File: src/rtl/mem_arb_pkg.sv
// Shared types and defaults for the instruction/data memory port arbiter.
// Holds the FSM and owner encodings plus the address-alignment helper.
package mem_arb_pkg;

    typedef enum logic [1:0] {
        ST_IDLE  = 2'd0,
        ST_ISSUE = 2'd1,
        ST_WAIT  = 2'd2
    } state_e;

    typedef enum logic {
        OWN_INST = 1'b0,
        OWN_DATA = 1'b1
    } owner_e;

    localparam int DEF_TIMEOUT         = 64;
    localparam int DEF_DATA_STREAK_MAX = 4;
    localparam int TIMER_W             = 8;
    localparam int STREAK_W            = 4;

    function automatic logic is_misaligned(input logic [31:0] addr);
        return addr[1:0] != 2'b00;
    endfunction

endpackage

File: src/rtl/mem_arb_timer.sv
// Transaction timeout counter: cleared while idle, counts while a memory
// transaction is open, and flags the last allowed cycle.
module mem_arb_timer
    import mem_arb_pkg::*;
#(
    parameter int TIMEOUT = DEF_TIMEOUT
) (
    input  logic clk,
    input  logic reset,
    input  logic i_clear,
    input  logic i_run,
    output logic o_expired
);

    localparam logic [TIMER_W-1:0] LAST = TIMER_W'(TIMEOUT - 1);

    logic [TIMER_W-1:0] r_count;

    // NOTE: clocked state uses non-blocking assignments so every register
    // samples the values from before the edge, independent of block order.
    always_ff @(posedge clk or posedge reset) begin
        if (reset) begin
            r_count <= '0;
        end else if (i_clear) begin
            r_count <= '0;
        end else if (i_run && (r_count != LAST)) begin
            r_count <= r_count + 1'b1;
        end
    end

    assign o_expired = i_run && (r_count == LAST);

endmodule

File: src/rtl/mem_port_arbiter.sv
// Shares one single-port memory between the fetch and load/store requesters,
// one transaction outstanding, with misalignment and timeout error responses.
module mem_port_arbiter
    import mem_arb_pkg::*;
#(
    parameter int TIMEOUT         = DEF_TIMEOUT,
    parameter int DATA_STREAK_MAX = DEF_DATA_STREAK_MAX
) (
    input  logic        clk,
    input  logic        reset,
    input  logic        inst_req,
    input  logic [31:0] inst_addr,
    output logic        inst_ready,
    output logic        inst_valid,
    output logic [31:0] inst_rdata,
    output logic        inst_err,
    input  logic        data_req,
    input  logic        data_we,
    input  logic [31:0] data_addr,
    input  logic [31:0] data_wdata,
    input  logic [3:0]  data_wstrb,
    output logic        data_ready,
    output logic        data_valid,
    output logic [31:0] data_rdata,
    output logic        data_err,
    output logic        mem_req,
    output logic        mem_we,
    output logic [31:0] mem_addr,
    output logic [31:0] mem_wdata,
    output logic [3:0]  mem_wstrb,
    input  logic        mem_ready,
    input  logic        mem_valid,
    input  logic [31:0] mem_rdata
);

    localparam logic [STREAK_W-1:0] STREAK_MAX = STREAK_W'(DATA_STREAK_MAX);

    state_e                r_state;
    state_e                w_next_state;
    owner_e                r_owner;
    owner_e                r_err_owner;
    logic                  r_err_pend;
    logic                  r_orphan;
    logic [STREAK_W-1:0]   r_streak;
    logic                  r_mem_we;
    logic [31:0]           r_mem_addr;
    logic [31:0]           r_mem_wdata;
    logic [3:0]            r_mem_wstrb;

    logic w_arb_en;
    logic w_inst_ok;
    logic w_data_ok;
    logic w_grant_inst;
    logic w_grant_data;
    logic w_mis;
    logic w_resp_mem;
    logic w_timeout;
    logic w_set_orphan;
    logic w_expired;
    logic w_timer_clear;

    assign w_timer_clear = (r_state == ST_IDLE);

    mem_arb_timer #(
        .TIMEOUT (TIMEOUT)
    ) u_timer (
        .clk       (clk),
        .reset     (reset),
        .i_clear   (w_timer_clear),
        .i_run     (!w_timer_clear),
        .o_expired (w_expired)
    );

    // A requester whose error response is being delivered this cycle is not
    // granted again until the next cycle.
    always_comb begin
        w_arb_en     = (r_state == ST_IDLE) && !r_orphan && !reset;
        w_inst_ok    = inst_req && !(r_err_pend && (r_err_owner == OWN_INST));
        w_data_ok    = data_req && !(r_err_pend && (r_err_owner == OWN_DATA));
        w_grant_data = w_arb_en && w_data_ok && !(w_inst_ok && (r_streak == STREAK_MAX));
        w_grant_inst = w_arb_en && w_inst_ok && !w_grant_data;
        w_mis        = is_misaligned(inst_addr);
    end

    always_ff @(posedge clk or posedge reset) begin
        if (reset) begin
            r_state <= ST_IDLE;
        end else begin
            r_state <= w_next_state;
        end
    end

    // NOTE: every signal written here gets a default first, so no branch can
    // leave one unassigned and infer a latch.
    always_comb begin
        w_next_state = r_state;
        w_resp_mem   = 1'b0;
        w_timeout    = 1'b0;
        w_set_orphan = 1'b0;

        case (r_state)
            ST_IDLE: begin
                if ((w_grant_inst && !w_mis) || w_grant_data) begin
                    w_next_state = ST_ISSUE;
                end
            end
            ST_ISSUE: begin
                if (mem_ready && mem_valid) begin
                    w_resp_mem   = 1'b1;
                    w_next_state = ST_IDLE;
                end else if (w_expired) begin
                    w_timeout    = 1'b1;
                    w_set_orphan = mem_ready;
                    w_next_state = ST_IDLE;
                end else if (mem_ready) begin
                    w_next_state = ST_WAIT;
                end
            end
            ST_WAIT: begin
                if (mem_valid) begin
                    w_resp_mem   = 1'b1;
                    w_next_state = ST_IDLE;
                end else if (w_expired) begin
                    w_timeout    = 1'b1;
                    w_set_orphan = 1'b1;
                    w_next_state = ST_IDLE;
                end
            end
            default: w_next_state = ST_IDLE;
        endcase

        inst_ready = w_grant_inst;
        data_ready = w_grant_data;
        mem_req    = (r_state == ST_ISSUE);
        mem_we     = r_mem_we;
        mem_addr   = r_mem_addr;
        mem_wdata  = r_mem_wdata;
        mem_wstrb  = r_mem_wstrb;

        inst_err   = r_err_pend && (r_err_owner == OWN_INST);
        data_err   = r_err_pend && (r_err_owner == OWN_DATA);
        inst_valid = (w_resp_mem && (r_owner == OWN_INST)) || inst_err;
        data_valid = (w_resp_mem && (r_owner == OWN_DATA)) || data_err;
        inst_rdata = (w_resp_mem && (r_owner == OWN_INST)) ? mem_rdata : '0;
        data_rdata = (w_resp_mem && (r_owner == OWN_DATA) && !r_mem_we) ? mem_rdata : '0;
    end

    always_ff @(posedge clk or posedge reset) begin
        if (reset) begin
            r_owner     <= OWN_INST;
            r_err_owner <= OWN_INST;
            r_err_pend  <= 1'b0;
            r_orphan    <= 1'b0;
            r_streak    <= '0;
            r_mem_we    <= 1'b0;
            r_mem_addr  <= '0;
            r_mem_wdata <= '0;
            r_mem_wstrb <= '0;
        end else begin
            r_err_pend <= 1'b0;

            if (w_grant_inst) begin
                r_owner  <= OWN_INST;
                r_streak <= '0;
                if (w_mis) begin
                    r_err_pend  <= 1'b1;
                    r_err_owner <= OWN_INST;
                end else begin
                    r_mem_we    <= 1'b0;
                    r_mem_addr  <= inst_addr;
                    r_mem_wdata <= '0;
                    r_mem_wstrb <= '0;
                end
            end else if (w_grant_data) begin
                r_owner     <= OWN_DATA;
                r_mem_we    <= data_we;
                r_mem_addr  <= data_addr;
                r_mem_wdata <= data_wdata;
                r_mem_wstrb <= data_wstrb;
                if (!inst_req) begin
                    r_streak <= '0;
                end else if (r_streak != STREAK_MAX) begin
                    r_streak <= r_streak + 1'b1;
                end
            end else if ((r_state == ST_IDLE) && !inst_req) begin
                r_streak <= '0;
            end

            if (w_timeout) begin
                r_err_pend  <= 1'b1;
                r_err_owner <= r_owner;
            end

            // A response that arrives after its timeout belongs to nobody.
            if (w_set_orphan) begin
                r_orphan <= 1'b1;
            end else if (r_orphan && mem_valid) begin
                r_orphan <= 1'b0;
            end
        end
    end

endmodule

File: config.mk
export PLATFORM = sky130hd
export DESIGN_NAME = mem_port_arbiter
export DESIGN_NICKNAME = d
export VERILOG_FILES = /design/src/rtl/mem_arb_pkg.sv /design/src/rtl/mem_arb_timer.sv /design/src/rtl/mem_port_arbiter.sv
export SDC_FILE = /design/constraint.sdc
export NUM_CORES = 1
export LEC_CHECK = 0
export ABC_AREA = 1
export CAP_MARGIN = 10
export CELL_PAD_IN_SITES_DETAIL_PLACEMENT = 0
export CELL_PAD_IN_SITES_GLOBAL_PLACEMENT = 1
export CORE_UTILIZATION = 27
export DETAILED_ROUTE_END_ITERATION = 16
export PLACE_DENSITY_LB_ADDON = 0.1
export SLEW_MARGIN = 10
export SYNTH_ARGS = -nofsm -noshare
export SYNTH_HDL_FRONTEND = slang
export SYNTH_SLANG_ARGS = --single-unit
export TNS_END_PERCENT = 20
File: constraint.sdc
create_clock -name clk -period 7 [get_ports clk]
set_clock_uncertainty 0.05 [all_clocks]
set_input_delay 1.4 -clock clk [delete_from_list [all_inputs] [get_ports clk]]
set_output_delay 1.4 -clock clk [all_outputs]
set_load 0.1 [all_outputs]
After elaboration in Yosys (flattened, before gate mapping) --
Index checks and enable logic that the tools add are counted.
Word-level totals: word-level logic and storage cells 119, output and inout port bits 140, bits of input ports 139, flip-flop bits (word level) 87
Operators by class: mux-type cells 48, reduce and logical (&&, ||, !) cells 45, bitwise logic cells 2, equal/unequal tests 11, add/subtract/negate cells 2
Operators by type and width (number):
- $mux 32 | 8
- $mux 4 | 8
- $logic_and 1x1->1 | 20
- $mux 1 | 20
- $mux 8 | 2
- $mux 2 | 6
- $reduce_bool 2->1 | 6
- $logic_not 1->1 | 10
- $add 8x1->8 const B | 1
- $eq 8x6->1 const B | 1
- $ne 4x3->1 const B | 2
- $ne 8x6->1 const B | 1
- $pmux 1 s2 | 3
- $pmux 2 s3 | 1
- $reduce_and 2->1 | 3
- $add 4x1->4 const B | 1
- $eq 4x3->1 const B | 1
- $ne 4x1->1 const B | 1
- $logic_or 1x1->1 | 3
- $ne 3x2->1 const B | 1
- $reduce_and 3->1 | 1
- $reduce_bool 3->1 | 1
- $eq 2x1->1 const B | 1
- $eq 2x2->1 const B | 1
- other kinds (4) | 5

Logic depth before layout (Yosys ltp) --
word-level depth 13, mapped depth 12, gate-level depth less buffers 11

Modules after synthesis --
From an unflattened synthesis, not the netlist that was laid out.
Second synthesis, totals: cells, all modules 711, area total of the unflattened synthesis 5225.0 µm²
By module, submodules not included:
- mem_port_arbiter | area an instance 4668.2 µm², instances 1, cells an instance 642, seq. area each 1976.9 µm²
- mem_arb_timer | area an instance 556.8 µm², instances 1, cells an instance 69, seq. area each 200.2 µm²

Worst setup path before layout --
No wires, ideal clock.
path type input -> output, from in reset, to out data_ready, data arrival time 4412 ps, path buffers 1, cell stages on the path 6, data required time 5550 ps, path slack 1138 ps, cells stage by stage inv_1 -> nand3_1 -> nor2_2 -> nand2_2 -> inv_2 -> buf_2
On the way: cells in the longest elaborated chain, start to end 4
Ends and longest elaborated chain:
- from (decl) | line mem_port_arbiter.sv:10 | input logic reset,
- $logic_not 1->1 (no line)
- $logic_and 1x1->1 | line mem_port_arbiter.sv:77 | w_arb_en = (r_state == ST_IDLE) && !r_orphan && !reset;
- $logic_and 1x1->1 (2 in series) | line mem_port_arbiter.sv:80 | w_grant_data = w_arb_en && w_data_ok && !(w_inst_ok && (r_streak == STREAK_MAX));
- to (decl) | line mem_port_arbiter.sv:22 | output logic data_ready,
No other way between the ends.

Final worst setup path --
from in mem_ready, to out data_rdata[27]
On the way: cells in the longest elaborated chain, start to end 6
Ends and longest elaborated chain:
- from (decl) | line mem_port_arbiter.sv:31 | input logic mem_ready,
- $logic_and 1x1->1 | line mem_port_arbiter.sv:108 | if (mem_ready && mem_valid) begin
- $mux 1 | line mem_port_arbiter.sv:108
- $pmux 1 s2 | line mem_port_arbiter.sv:101 | case (r_state)
- $logic_and 1x1->1 (2 in series) | line mem_port_arbiter.sv:145 | data_rdata = (w_resp_mem && (r_owner == OWN_DATA) && !r_mem_we) ? mem_rdata : '0;
- $mux 32 | line mem_port_arbiter.sv:145
- to (decl) | line mem_port_arbiter.sv:24 | output logic [31:0] data_rdata,
No other way between the ends.

==> impl_metrics.json <==
{
  "max_freq_ghz": 0.182,
  "grtUsageTotal_pct": 17.6,
  "status": "finished, final reports clean",
  "min_period_ps": 5500,
  "io_buffers": 278,
  "critPathMaxStageDelay_ps": 1160,
  "routed_via_density": 4.48,
  "drt-total-wl_um": 15400,
  "post-route-period-util_pct": 78.6,
  "fin_setup_tns_ps": 0,
  "postCtsSetupRepairBufs": 0,
  "synth_cell_types": 23,
  "post-route-drc-count": 0,
  "path_max_fanout": 32,
  "yosysTopAreaCell": "dfrtp_1",
  "post_drt_wl_per_cell_um": 14.4,
  "die_area_sq_um": 17200,
  "syn_area_sq_um": 4500,
  "synthCells": 592,
  "grt_pass1_wl_um": 23000,
  "cts_sinks": 87,
  "final_common_cell": "clkdlybuf4s50_1",
  "cp.arrival_ps": 4050,
  "core-area_sq_um": 16100,
  "drive_gt1_share_pct": 7.46,
  "grtUsageMet1_pct": 19.9,
  "area.growth.synth_to_final_pct": 70.5,
  "cts_buffer_depth": 2,
  "initial_core_util_pct": 28.0,
  "finalPower_mw": 3.84,
  "max_slew.worst_pin.slew_ps": 1160,
  "hold_path.class": "reg -> reg",
  "synth_area_leaders": "dfrtp_1 (48%), nand2_1 (10%), nor2_1 (9.3%), inv_1 (6.9%), nand3_1 (6.5%)",
  "gp_congestion": 0.805,
  "vias": 4810,
  "ys_warn_count": 0,
  "grt_util_met2_pct": 30.7,
  "ctsHtreeMaxLevel": 3,
  "synth-seq-area-share_pct": 48.4,
  "worstPathCellList": "clkdlybuf4s50_1 -> nand2_1 -> nand2_1 -> nand4_1 -> or2_2 -> nor2_1 -> clkdlybuf4s50_1",
  "worst_setup_path_end_kind": "primary output",
  "fin_util_pct": 47.7,
  "pre_cts_ws_ps": 1510,
  "crit_slowest_cell": "clkdlybuf4s50_1",
  "hpwl_um": 11300,
  "grt_max_degree": 83,
  "slew-limit-headroom_pct": 22.7,
  "setup_viol": 0,
  "clk_latency_ps": 340,
  "synth_top_area_share_pct": 48.4,
  "die_w_um": 131,
  "cts_tree": "done",
  "clk_pin_slew_ps": 60,
  "dp.cells": 1057,
  "grtUsageMet3_pct": 5.99,
  "peakVddDrop_mv": 0.246,
  "cts_hold_buf": 0,
  "slew_violations": 0,
  "power.static_leakage_nw": 3.77,
  "cts_resized": 0,
  "nets": 999,
  "syn-num-nets": 738,
  "antenna_found_initial": 0,
  "cts-root-buf": "clkbuf_16",
  "synth.avg_cell_area_sq_um": 7.59,
  "finalHoldViolCount": 0,
  "rsz0062_at_grt": "false",
  "num_io_pins": 279,
  "cap_viol_max_count": 0,
  "drt_iter0_markers": 159,
  "critPathLaunchType": "input pin",
  "die_h_um": 131,
  "pwr_density_cell_nw_per_um2": 501,
  "finalNonFillerCells": 1074,
  "grt_pass1_vias": 4504,
  "worst_slack_ps": 1500,
  "n_antenna_cell": 0,
  "rows": 46,
  "gr-total-overflow": 0,
  "ys_ff_latch": 87,
  "drtPass1Iterations": 4,
  "top_usage_layer": "met2",
  "ant_nets": 0,
  "cts_made_buffers": 9,
  "critPathKind": "in -> out",
  "layout_common_cells": "clkdlybuf4s50_1 (243), nand2_1 (120), nor2_1 (111)",
  "crit_required_ps": 5550
}
## final timing paths
check	start	end	slack, ps	cells after the start
max	mem_ready	data_rdata[27]	1500	7
min	mem_wdata[21]	mem_wdata[21]	450	2
max reg2reg	r_state[0]	mem_addr[14]	3470	9
min reg2reg	mem_wdata[21]	mem_wdata[21]	450	2
max in group asynchronous	reset	mem_addr[26]	4820	4
min in group asynchronous	reset	mem_addr[14]	1210	2
## cells by family after synthesis
kind of cell / count (synthesis) / share of synthesized area, %
compound gates: 45 / 6.01
flops: 87 / 48.4
xor+xnor: 1 / 0.195
simple gates: 334 / 32.7
fa+ha+maj: 7 / 1.95
buf+inv: 118 / 10.7
## state kept, by name, summed over array words and instances, names as in the netlist
register / flops
r_orphan: 1
r_streak: 4
mem_we: 1
r_err_owner: 1
mem_addr: 32
u_timer.r_count: 8
r_err_pend: 1
mem_wstrb: 4
r_owner: 1
mem_wdata: 32
r_state: 2
## cell usage after synthesis
master	instances
o22ai_1	31
nand4_1	4
xnor2_1	1
nand2_2	1
nand3_1	58
buf_2	13
nor2_1	111
nand3b_1	31
a31oi_1	2
a21oi_1	4
inv_2	3
clkbuf_1	15
ha_1	7
buf_6	3
buf_1	1
nor3_1	4
inv_1	83
nand2_1	121
dfrtp_1	87
o21ai_0	7
a21oi_2	1
nor2_2	1
or2_2	3
## worst max-delay path, delay by kind of cell
family        cells  cell delay [ps]
buf+inv           2             1690
simple gates      5              930
## metal layers
layer	vias up	part of all wire, %	wire length [um]
met2	189	50	7690
met3	20	9.1	1410
met5	-	0	0
met4	0	2.2	343
met1	2216	39	6000
li1	2385	-	-
## through the flow
step           instance area, sq um  hold WS (ps)
2_1_floorplan                  4500           414
3_3_place_gp                   7360           435
3_5_place_dp                   7360           437
4_1_cts                        7640           453
5_1_grt                        7660           474
6_report                       7660           449
## power breakdown
part	internal (mW)	total [mW]	switching [mW]	leakage (nW)
sequential	0.702	0.816	0.114	1.06
clock	0.260	0.454	0.194	0.129
combinational	0.578	2.57	1.99	2.58
## area by class of cell
class                           instances  area [sq um]
Fill cell                            1571          8390
Tap cell                              216           270
Inverter                               86           324
Clock buffer                           14           264
Timing Repair Buffer                  282          2770
Sequential cell                        87          2180
Clock inverter                          2          15.0
Multi-Input combinational cell        387          1840
(Power assumes the default switching activity.)
